$ cat config.mk
export PLATFORM = sky130hd
export DESIGN_NAME = multicycle_controller
export DESIGN_NICKNAME = d
export VERILOG_FILES = /design/src/rtl/kgp_ctrl_pkg.sv /design/src/rtl/multicycle_controller_decoder.sv /design/src/rtl/multicycle_controller.sv
export SDC_FILE = /design/constraint.sdc
export NUM_CORES = 1
export LEC_CHECK = 0
export CAP_MARGIN = 15
export CORE_MARGIN = 3
export CORE_UTILIZATION = 25
export DETAILED_ROUTE_END_ITERATION = 10
export GPL_TIMING_DRIVEN = 0
export PLACE_DENSITY = 0.61
export RECOVER_POWER = 50
export SYNTH_ARGS = -nofsm -noshare
export SYNTH_HDL_FRONTEND = slang
export SYNTH_SLANG_ARGS = --single-unit
$ cat constraint.sdc
create_clock -name clk_i -period 2.1 [get_ports clk_i]
set_input_delay 0.21 -clock clk_i [delete_from_list [all_inputs] [get_ports clk_i]]
set_output_delay 0.21 -clock clk_i [all_outputs]
set_load 0.01 [all_outputs]
$ cat src/rtl/kgp_ctrl_pkg.sv
// Shared types and encodings for the KGP-RISC multi-cycle control unit.
// Covers the FSM states, instruction classes, opcodes and datapath select codes.
package kgp_ctrl_pkg;

  typedef enum logic [2:0] {
    ST_FETCH  = 3'd0,
    ST_DECODE = 3'd1,
    ST_EXEC   = 3'd2,
    ST_MEM    = 3'd3,
    ST_WB     = 3'd4,
    ST_HALT   = 3'd5
  } state_e;

  typedef enum logic [3:0] {
    CLS_ALU_R   = 4'd0,
    CLS_ALU_I   = 4'd1,
    CLS_LOAD    = 4'd2,
    CLS_STORE   = 4'd3,
    CLS_BRANCH  = 4'd4,
    CLS_BL      = 4'd5,
    CLS_BR      = 4'd6,
    CLS_HALT    = 4'd7,
    CLS_ILLEGAL = 4'd8
  } instr_cls_e;

  typedef enum logic [1:0] {
    COND_ALWAYS = 2'd0,
    COND_SIGN   = 2'd1,
    COND_ZERO   = 2'd2,
    COND_NZERO  = 2'd3
  } br_cond_e;

  localparam logic [5:0] OP_RTYPE = 6'b000000;
  localparam logic [5:0] OP_ALUI  = 6'b000001;
  localparam logic [5:0] OP_LW    = 6'b010000;
  localparam logic [5:0] OP_SW    = 6'b010001;
  localparam logic [5:0] OP_B     = 6'b110000;
  localparam logic [5:0] OP_BL    = 6'b110001;
  localparam logic [5:0] OP_BR    = 6'b110010;
  localparam logic [5:0] OP_BLTZ  = 6'b110101;
  localparam logic [5:0] OP_BZ    = 6'b110110;
  localparam logic [5:0] OP_BNZ   = 6'b110111;
  localparam logic [5:0] OP_HALT  = 6'b111111;

  // Loads and stores compute their address with the add function.
  localparam logic [4:0] FUNC_ADD = 5'd1;
  localparam logic [4:0] FUNC_SLL = 5'd8;
  localparam logic [4:0] FUNC_SRL = 5'd9;
  localparam logic [4:0] FUNC_SRA = 5'd10;

  localparam logic [1:0] PC_SRC_SEQ    = 2'd0;
  localparam logic [1:0] PC_SRC_BRANCH = 2'd1;
  localparam logic [1:0] PC_SRC_REG    = 2'd2;

  localparam logic [1:0] W_SEL_RD   = 2'd0;
  localparam logic [1:0] W_SEL_RT   = 2'd1;
  localparam logic [1:0] W_SEL_LINK = 2'd2;

  localparam logic [1:0] B_SRC_REG   = 2'd0;
  localparam logic [1:0] B_SRC_IMM   = 2'd1;
  localparam logic [1:0] B_SRC_SHAMT = 2'd2;

  localparam int unsigned TIMEOUT_DEFAULT = 16;

  function automatic logic is_shift(input logic [4:0] func);
    return (func == FUNC_SLL) || (func == FUNC_SRL) || (func == FUNC_SRA);
  endfunction

endpackage

$ cat src/rtl/multicycle_controller_decoder.sv
// Combinational instruction decoder: classifies the IR and produces the
// per-instruction ALU, operand-B and write-back selects.
module instr_decoder
  import kgp_ctrl_pkg::*;
#(
  parameter int unsigned INSTR_W = 32,
  parameter int unsigned ALU_C_W = 5
) (
  input  logic [INSTR_W-1:0] instr_i,
  output logic [3:0]         cls_o,
  output logic [1:0]         cond_o,
  output logic               illegal_o,
  output logic [ALU_C_W-1:0] alu_c_o,
  output logic [1:0]         b_src_o,
  output logic [1:0]         w_select_o
);

  logic [5:0] opcode_s;
  logic [4:0] func_s;
  logic       unused_bits_s;

  assign opcode_s      = instr_i[INSTR_W-1 -: 6];
  assign func_s        = instr_i[4:0];
  assign unused_bits_s = ^instr_i[INSTR_W-7:5];

  always_comb begin
    cls_o      = CLS_ILLEGAL;
    cond_o     = COND_ALWAYS;
    illegal_o  = 1'b0;
    alu_c_o    = '0;
    b_src_o    = B_SRC_REG;
    w_select_o = W_SEL_RD;
    case (opcode_s)
      OP_RTYPE: begin
        cls_o   = CLS_ALU_R;
        alu_c_o = ALU_C_W'(func_s);
        if (is_shift(func_s)) begin
          b_src_o = B_SRC_SHAMT;
        end else begin
          b_src_o = B_SRC_REG;
        end
      end
      OP_ALUI: begin
        cls_o      = CLS_ALU_I;
        alu_c_o    = ALU_C_W'(func_s);
        b_src_o    = B_SRC_IMM;
        w_select_o = W_SEL_RT;
      end
      OP_LW: begin
        cls_o      = CLS_LOAD;
        alu_c_o    = ALU_C_W'(FUNC_ADD);
        b_src_o    = B_SRC_IMM;
        w_select_o = W_SEL_RT;
      end
      OP_SW: begin
        cls_o   = CLS_STORE;
        alu_c_o = ALU_C_W'(FUNC_ADD);
        b_src_o = B_SRC_IMM;
      end
      OP_B:    cls_o = CLS_BRANCH;
      OP_BL: begin
        cls_o      = CLS_BL;
        w_select_o = W_SEL_LINK;
      end
      OP_BR:   cls_o = CLS_BR;
      OP_BLTZ: begin
        cls_o  = CLS_BRANCH;
        cond_o = COND_SIGN;
      end
      OP_BZ: begin
        cls_o  = CLS_BRANCH;
        cond_o = COND_ZERO;
      end
      OP_BNZ: begin
        cls_o  = CLS_BRANCH;
        cond_o = COND_NZERO;
      end
      OP_HALT: cls_o = CLS_HALT;
      default: begin
        cls_o     = CLS_ILLEGAL;
        illegal_o = 1'b1;
      end
    endcase
  end

endmodule

$ cat src/rtl/multicycle_controller.sv
// Multi-cycle KGP-RISC control FSM: FETCH/DECODE/EXEC/MEM/WB/HALT sequencing,
// memory handshake with a saturating wait counter, and branch resolution.
module multicycle_controller
  import kgp_ctrl_pkg::*;
#(
  parameter int unsigned INSTR_W = 32,
  parameter int unsigned ALU_C_W = 5,
  parameter int unsigned TIMEOUT = TIMEOUT_DEFAULT
) (
  input  logic               clk_i,
  input  logic               rst_ni,
  input  logic [INSTR_W-1:0] instr_i,
  input  logic               zero_i,
  input  logic               sign_i,
  input  logic               imem_ready_i,
  input  logic               dmem_ready_i,
  output logic               imem_req_o,
  output logic               dmem_req_o,
  output logic               mem_read_o,
  output logic               mem_write_o,
  output logic               ir_write_o,
  output logic               pc_write_o,
  output logic [1:0]         pc_src_o,
  output logic               reg_write_o,
  output logic               mem_to_reg_o,
  output logic               flag_write_o,
  output logic [1:0]         w_select_o,
  output logic [ALU_C_W-1:0] alu_c_o,
  output logic [1:0]         b_src_o,
  output logic [2:0]         state_o,
  output logic               halted_o,
  output logic               bus_error_o,
  output logic               illegal_instr_o
);

  localparam int unsigned CNT_W = (TIMEOUT < 2) ? 1 : $clog2(TIMEOUT + 1);
  localparam logic [CNT_W-1:0] CNT_MAX = CNT_W'(TIMEOUT);
  localparam logic [CNT_W-1:0] CNT_LAST = CNT_W'((TIMEOUT > 0) ? (TIMEOUT - 1) : 0);

  state_e           state_q, state_d;
  logic [CNT_W-1:0] cnt_q, cnt_d, cnt_inc_s;
  logic             bus_err_q, bus_err_d;
  logic             active_q, active_d;
  logic             timeout_s, taken_s;

  logic [3:0]         dec_cls_s;
  logic [1:0]         dec_cond_s;
  logic               dec_illegal_s;
  logic [ALU_C_W-1:0] dec_alu_c_s;
  logic [1:0]         dec_b_src_s;
  logic [1:0]         dec_w_select_s;

  instr_decoder #(.INSTR_W(INSTR_W), .ALU_C_W(ALU_C_W)) u_decoder (
    .instr_i    (instr_i),
    .cls_o      (dec_cls_s),
    .cond_o     (dec_cond_s),
    .illegal_o  (dec_illegal_s),
    .alu_c_o    (dec_alu_c_s),
    .b_src_o    (dec_b_src_s),
    .w_select_o (dec_w_select_s)
  );

  // Ready always beats timeout because the ready test comes first below.
  assign cnt_inc_s   = (cnt_q == CNT_MAX) ? cnt_q : (cnt_q + 1'b1);
  assign timeout_s   = (TIMEOUT > 0) && (cnt_q >= CNT_LAST);
  assign state_o     = state_q;
  assign bus_error_o = bus_err_q;

  // Branch condition from the flag register.
  always_comb begin
    case (dec_cond_s)
      COND_ALWAYS: taken_s = 1'b1;
      COND_SIGN:   taken_s = sign_i;
      COND_ZERO:   taken_s = zero_i;
      COND_NZERO:  taken_s = !zero_i;
      default:     taken_s = 1'b0;
    endcase
  end

  // Next-state, wait-counter and strobe decode.
  always_comb begin
    state_d = state_q;
    cnt_d = '0;
    bus_err_d = bus_err_q;
    active_d = 1'b1;
    imem_req_o = 1'b0;
    dmem_req_o = 1'b0;
    mem_read_o = 1'b0;
    mem_write_o = 1'b0;
    ir_write_o = 1'b0;
    pc_write_o = 1'b0;
    pc_src_o = PC_SRC_SEQ;
    reg_write_o = 1'b0;
    mem_to_reg_o = 1'b0;
    flag_write_o = 1'b0;
    w_select_o = W_SEL_RD;
    alu_c_o = '0;
    b_src_o = B_SRC_REG;
    halted_o = 1'b0;
    illegal_instr_o = 1'b0;
    // active_q holds outputs quiet for the first cycle after reset release.
    if (active_q) begin
      case (state_q)
        ST_FETCH: begin
          imem_req_o = 1'b1;
          if (imem_ready_i) begin
            ir_write_o = 1'b1;
            pc_write_o = 1'b1;
            pc_src_o   = PC_SRC_SEQ;
            state_d    = ST_DECODE;
          end else if (timeout_s) begin
            state_d   = ST_HALT;
            bus_err_d = 1'b1;
          end else begin
            cnt_d = cnt_inc_s;
          end
        end
        ST_DECODE: begin
          if (dec_illegal_s) begin
            illegal_instr_o = 1'b1;
            state_d = ST_FETCH;
          end else if (dec_cls_s == CLS_HALT) begin
            state_d = ST_HALT;
          end else begin
            state_d = ST_EXEC;
          end
        end
        ST_EXEC: begin
          alu_c_o = dec_alu_c_s;
          b_src_o = dec_b_src_s;
          case (dec_cls_s)
            CLS_ALU_R: begin
              flag_write_o = 1'b1;
              state_d = ST_WB;
            end
            CLS_ALU_I:            state_d = ST_WB;
            CLS_LOAD, CLS_STORE:  state_d = ST_MEM;
            CLS_BRANCH, CLS_BL, CLS_BR: begin
              if (taken_s) begin
                pc_write_o = 1'b1;
                pc_src_o = (dec_cls_s == CLS_BR) ? PC_SRC_REG : PC_SRC_BRANCH;
              end else begin
                pc_write_o = 1'b0;
              end
              state_d = (dec_cls_s == CLS_BL) ? ST_WB : ST_FETCH;
            end
            default: state_d = ST_FETCH;
          endcase
        end
        ST_MEM: begin
          dmem_req_o  = 1'b1;
          mem_read_o  = (dec_cls_s == CLS_LOAD);
          mem_write_o = (dec_cls_s == CLS_STORE);
          if (dmem_ready_i) begin
            state_d = (dec_cls_s == CLS_LOAD) ? ST_WB : ST_FETCH;
          end else if (timeout_s) begin
            state_d   = ST_HALT;
            bus_err_d = 1'b1;
          end else begin
            cnt_d = cnt_inc_s;
          end
        end
        ST_WB: begin
          reg_write_o  = 1'b1;
          w_select_o   = dec_w_select_s;
          mem_to_reg_o = (dec_cls_s == CLS_LOAD);
          state_d      = ST_FETCH;
        end
        ST_HALT: begin
          halted_o = 1'b1;
          state_d  = ST_HALT;
        end
        default: state_d = ST_HALT;
      endcase
    end else begin
      state_d = ST_FETCH;
    end
  end

  // State, counter and sticky-flag registers.
  always_ff @(posedge clk_i or negedge rst_ni) begin
    if (!rst_ni) begin
      state_q   <= ST_FETCH;
      cnt_q     <= '0;
      bus_err_q <= 1'b0;
      active_q  <= 1'b0;
    end else begin
      state_q   <= state_d;
      cnt_q     <= cnt_d;
      bus_err_q <= bus_err_d;
      active_q  <= active_d;
    end
  end

endmodule

After elaboration in Yosys (flattened, before gate mapping)
Index checks and enable logic that the tools add are counted.
W data, S select, Z words.
{ "op_classes": {"n_addsub": 1, "n_mul": 0, "div_mod_pow": 0, "order_cmp": 1, "eq_ne": 31, "n_shift": 0, "n_mux": 65, "bitwise_logic": 0, "n_reduce_logical": 18} }
{ "ops": {"columns": ["operator", "n"], "rows": [
  ["$eq A6 B6 Y1 const B", 7],
  ["$mux W5", 7],
  ["$pmux W4 S8", 1],
  ["$mux W1", 29],
  ["$mux W3", 8],
  ["$mux W2", 10],
  ["$pmux W5 S2", 2],
  ["$eq A4 B3 Y1 const B", 4],
  ["$eq A5 B4 Y1 const B", 3],
  ["$pmux W3 S5", 1],
  ["$eq A6 B5 Y1 const B", 2],
  ["$reduce_or A11 Y1", 1],
  ["$reduce_or A2 Y1", 5],
  ["$pmux W3 S3", 1],
  ["$eq A4 B2 Y1 const B", 2],
  ["$pmux W2 S2", 2],
  ["$eq A3 B2 Y1 const B", 2],
  ["$eq A3 B3 Y1 const B", 2],
  ["$eq A6 B1 Y1 const B", 1],
  ["$logic_not A6 Y1", 1],
  ["$pmux W2 S3", 1],
  ["$reduce_or A3 Y1", 2],
  ["$add A5 B1 Y5 const B", 1],
  ["$eq A5 B5 Y1 const B", 1],
  ["other kinds (16)", 20]
]} }
{ "word_totals": {"regBits": 10, "latchBits": 0, "ram_bits": 0, "romBits": 0, "in_bits": 38, "wordCells": 120, "memories": 0} }

Longest topological paths before layout
{ "depth": {"depth_word": 9, "ltp_mapped": 6, "depth_no_buf": 6} }

Modules after synthesis
Synthesis repeated with hierarchy kept, for this count alone.
{ "unflattened": {"hier_cells": 145, "area_unflattened_um2": 1162.4} }
{ "modules_own_cells": {"columns": ["mod", "instances", "cells_per_inst", "area_per_inst_um2", "seq_area_each_um2"], "rows": [
  ["multicycle_controller", 1, 103, 902.1, 250.2],
  ["instr_decoder", 1, 42, 260.2, 0.0]
]} }

Worst setup path after synthesis
No wires, ideal clock.
{ "synth_timing": {"path_type": "flip-flop to output port", "start": "register state_q[2] (netlist: state_o[2])", "end": "output port w_select_o[1]", "arrival_ns": 1.588, "required_ns": 1.890, "slack_ns": 0.302, "stages_incl_launch_ff": 6, "path_buffers": 1, "path_cell_list": "dfrtp_1 -> buf_2 -> inv_1 -> nor4_1 -> nand4_1 -> nor2_1"} }
{ "synth_via": {"elab_chain_len": 3} }
{ "synth_rtl": {"columns": ["item", "line", "text"], "rows": [
  ["start, declared", "multicycle_controller.sv:40", "state_e state_q, state_d;"],
  ["start signal, assigned", "multicycle_controller.sv:188", "state_q <= state_d;"],
  ["$eq A3 B3 Y1", "multicycle_controller.sv:103", "case (state_q)"],
  ["$mux W2", "multicycle_controller.sv:103", null],
  ["$mux W2", "multicycle_controller.sv:102", "if (active_q) begin"],
  ["end, declared", "multicycle_controller.sv:27", "output logic [1:0] w_select_o,"]
]} }
No other way between the ends.

Final worst setup path
{ "layout_timing": {"start": "register state_q[2] (netlist: state_o[2])", "end": "output port pc_write_o"} }
{ "layout_via": {"elab_chain_len": 3, "word_cells_on_any_way": 4} }
{ "layout_rtl": {"columns": ["item", "line", "text"], "rows": [
  ["$eq A3 B2 Y1 or $logic_not A3 Y1 (tied branches)", "multicycle_controller.sv:103", null],
  ["$pmux W1 S2 (*)", "multicycle_controller.sv:103", null],
  ["$mux W1 (*)", "multicycle_controller.sv:102", null],
  ["end, declared", "multicycle_controller.sv:22", "output logic pc_write_o,"]
]} }
Every way passes the cells marked *; elsewhere a longest branch is shown, timed or not.

==> results.toml <==
[timing]
fin_crit_sh_pct = 102.3
final-max-slew-violation-count = 0
count_of_endpoints_failing_hold_in_the_final_timing_report = 0
period_minus_slack_ns = 2.148
setup_tns_ns = -0.04782
fin_ws_ns = -0.04782
setup_viol = 1
hold-worst-slack_ns = 0.3735
grt_setup_unrepaired = "true"
clock.fmax_mhz = 465.6
fin_skew_ns = 0.002167

[synth]
arithmetic_cell_share_of_the_synthesized_area_counting_full_adders_half_adders_and_majority_gates_pct = 3.525
synth_commonest_cells = "21 x sky130_fd_sc_hd__nor2_1, 10 x sky130_fd_sc_hd__dfrtp_1, 10 x sky130_fd_sc_hd__inv_1"
synth_mux_area_share_pct = 0.9401
post_synth_instance_area_sq_um = 1065
largest_family_of_logic_cells_by_synthesized_area = "simple AND/OR/NAND/NOR gates"
ys_ff_latch = 10
synth-xor-area-share_pct = 4.113
synth.yosys.warnings = 0
synth_most_common_cell = "sky130_fd_sc_hd__nor2_1"
synth_top_flop_cell = "sky130_fd_sc_hd__dfrtp_1"
synth.top_cells.by_area = "sky130_fd_sc_hd__dfrtp_1 24%, sky130_fd_sc_hd__nor2_1 7.4%, sky130_fd_sc_hd__ha_1 3.5%"
yosysTopAreaCellShare_pct = 23.50
asyncSetResetFlopFracSynth_pct = 100.0
synth-edff-count = 0
avgSynthCellArea_sq_um = 7.552
mappedNetlistNets = 182
synth.yosys.seq_area_share_pct = 23.50
synth_top_cell_by_area = "sky130_fd_sc_hd__dfrtp_1"
synth_cell_type_count = 45
synth-simple-area-share_pct = 43.48
synth-compound-area-share_pct = 15.63
gate_count_post_synth = 141

[min_path]
worst_hold_path_type = "input pin to asynchronous set/reset pin"

[placed_design]
dp_hpwl_microns = 2308
portBuffers = 38
place_area_sq_um = 1508
place.gp.congestion = 0.8179
post-place-ws_ns = -0.5387

[detailed_routing]
finalWirelength_microns = 3162
antenna_left = 0
detail_route.first_pass.iterations = 4
drtIter0Drc = 47
vias = 1208
detail_route.drc_violations = 0
routedWlPerCell_microns = 12.70
vias_per_cell = 4.851

[cells_and_area]
fin_area_sq_um = 1747
fillerInstances = 402
drive_above_1_share_pct = 30.65
final_net_count = 242
syn_to_final_growth_pct = 64.04
n_antenna_cell = 0

[power_and_ir_drop]
power.static_leakage_nw = 0.7698
vdd_ir_drop_max_mv = 0.2157
p_per_area_nw_per_um2 = 321.0
power.total_mw = 0.5606

[floorplan]
die_h_microns = 71.26
design.portCount = 64
starting_utilization_of_the_core_area_pct = 26.24
floorplan.core_area_sq_um = 4058
fp.dieArea_sq_um = 5078
fp-row-count = 23
die_w_microns = 71.26

[cts]
cts.path.max_buffers = 2
holdBufCountCts = 0
cts_num_sinks = 10
root_buffer = "sky130_fd_sc_hd__clkbuf_8"
numCtsBuffers = 3
cts.clk_slew.worst_paths_ns = 0.05
tritoncts = "yes"
worst_skew_pair.late_latency_ns = 0.23
cts-htree-levels = 1

[status]
violations = "setup timing"
result_of_the_run = "finished with violations"

[grt]
pin_count_of_the_biggest_net_entering_global_routing = 11
first_global_vias = 1119
global_route.peak_usage_layer = "met2"
grtUsageMet3_pct = 1.403
antenna_found_initial = 0
grt_first_pass_wirelength_microns = 5092
use_met1_pct = 16.47
grt.overflow.total = 0
grtUsageTotal_pct = 11.98
globalRouteMet2Util_pct = 19.39

[worst_setup_path]
crit_path_max_fanout = 5
reg2reg_from = "cnt_q[0]$_DFF_PN0_"
cp_cell_sequence = "buf_6, nor4bb_4, buf_4, nand4_1, buf_4, buf_6, o31ai_2, buf_2"
crit_path_max_incr_delay_ns = 0.39
critical_path_class = "flip-flop to output pin"
cp_data_required_time_ns = 1.89
reg2reg_setup_slack_ns = 0.29
critPathCaptureType = "output pin"
timing.critical_path.slowest_stage_cell = "sky130_fd_sc_hd__dfrtp_1"
cp-start-kind = "flip-flop"
worst_r2r_path_depth = 6
reg2reg_to = "cnt_q[2]$_DFF_PN0_"
worst-endpoint-arrival_ns = 1.94

[run]
cap_viol_max_count = 0
## cells in the final DEF, fill, tap and decap left out, types with 5 or more instances in the layout
| cell | n |
|---|---|
| sky130_fd_sc_hd__and2_1 | 5 |
| sky130_fd_sc_hd__dlygate4sd2_1 | 6 |
| sky130_fd_sc_hd__clkbuf_2 | 7 |
| sky130_fd_sc_hd__dfrtp_1 | 8 |
| sky130_fd_sc_hd__o21ai_0 | 5 |
| sky130_fd_sc_hd__buf_4 | 17 |
| sky130_fd_sc_hd__inv_1 | 8 |
| sky130_fd_sc_hd__nor3_1 | 6 |
| sky130_fd_sc_hd__buf_2 | 6 |
| sky130_fd_sc_hd__nor2_1 | 20 |
| sky130_fd_sc_hd__clkdlybuf4s50_1 | 18 |
## critical path: cells and delay by family (launching register included)
family	cells	cell delay, ns
buffers and inverters	5	0.73
and+or+nand+nor	2	0.43
DFF	1	0.39
AOI/OAI and AO/OA	1	0.15
## logic make-up (layout without fill, tap and decap cells)
group	Yosys count	count (layout)
buffers and inverters	20	78
multiplexers	1	1
AO/OA/AOI/OAI	23	23
XOR/XNOR	5	5
other	1	1
adder cells (fa/ha/maj)	3	3
AND/OR/NAND/NOR	78	78
flip-flops	10	10
## sequential cells by signal, summed over array words and instances, names as in the netlist
| signal | cells |
|---|---|
| state_o | 3 |
| cnt_q | 5 |
| bus_error_o | 1 |
| active_q | 1 |
## layer usage
layer	part of all wire, %	wire, microns	vias up
met5	0	0	-
met4	0	0	0
met3	2.9	91	0
met2	48	1531	26
met1	49	1539	554
li1	-	-	628
## worst max path at each step
stage / start / endpoint / slack (ns) / cells past startpoint
after floorplan: state_o[2]$_DFF_PN0_ / w_select_o[1] / 0.30 / 5
after global placement: instr_i[27] / b_src_o[1] / -0.55 / 6
after detailed placement: instr_i[27] / b_src_o[1] / -0.54 / 6
after CTS: state_o[2]$_DFF_PN0_ / pc_write_o / -0.07 / 8
after global routing: state_o[2]$_DFF_PN0_ / pc_write_o / -0.11 / 8
final: state_o[2]$_DFF_PN0_ / pc_write_o / -0.05 / 8
## metrics by stage
step | utilization [%] | instances
after CTS | 41.26 | 239
after global routing | 43.05 | 249
after floorplan | - | 141
after global placement | 37.16 | 229
after detailed placement | 37.16 | 229
final | 43.05 | 249
## repair_timing
action	CTS	global route
gates resized for setup	51	23
endpoints found under the setup margin	19	14
pin swaps	9	4
buffers inserted	7	9
cloned	0	1
## area by class of cell
| class | instances | area [sq um] | area share, % |
|---|---|---|---|
| buffer | 10 | 81.33 | 4.656 |
| inverter | 10 | 37.54 | 2.149 |
| multi-input combinational | 111 | 809.5 | 46.35 |
| timing repair buffer | 55 | 461.7 | 26.43 |
| sequential | 10 | 252.7 | 14.47 |
| tap | 50 | 62.56 | 3.582 |
| clock buffer | 3 | 41.29 | 2.364 |
## power breakdown
part | internal, mW | switching [mW]
clock | 0.125 | 0.0707
sequential | 0.198 | 0.00692
combinational | 0.0788 | 0.0810
total | 0.402 | 0.159
Note: power is estimated with default switching activity, not from simulation.
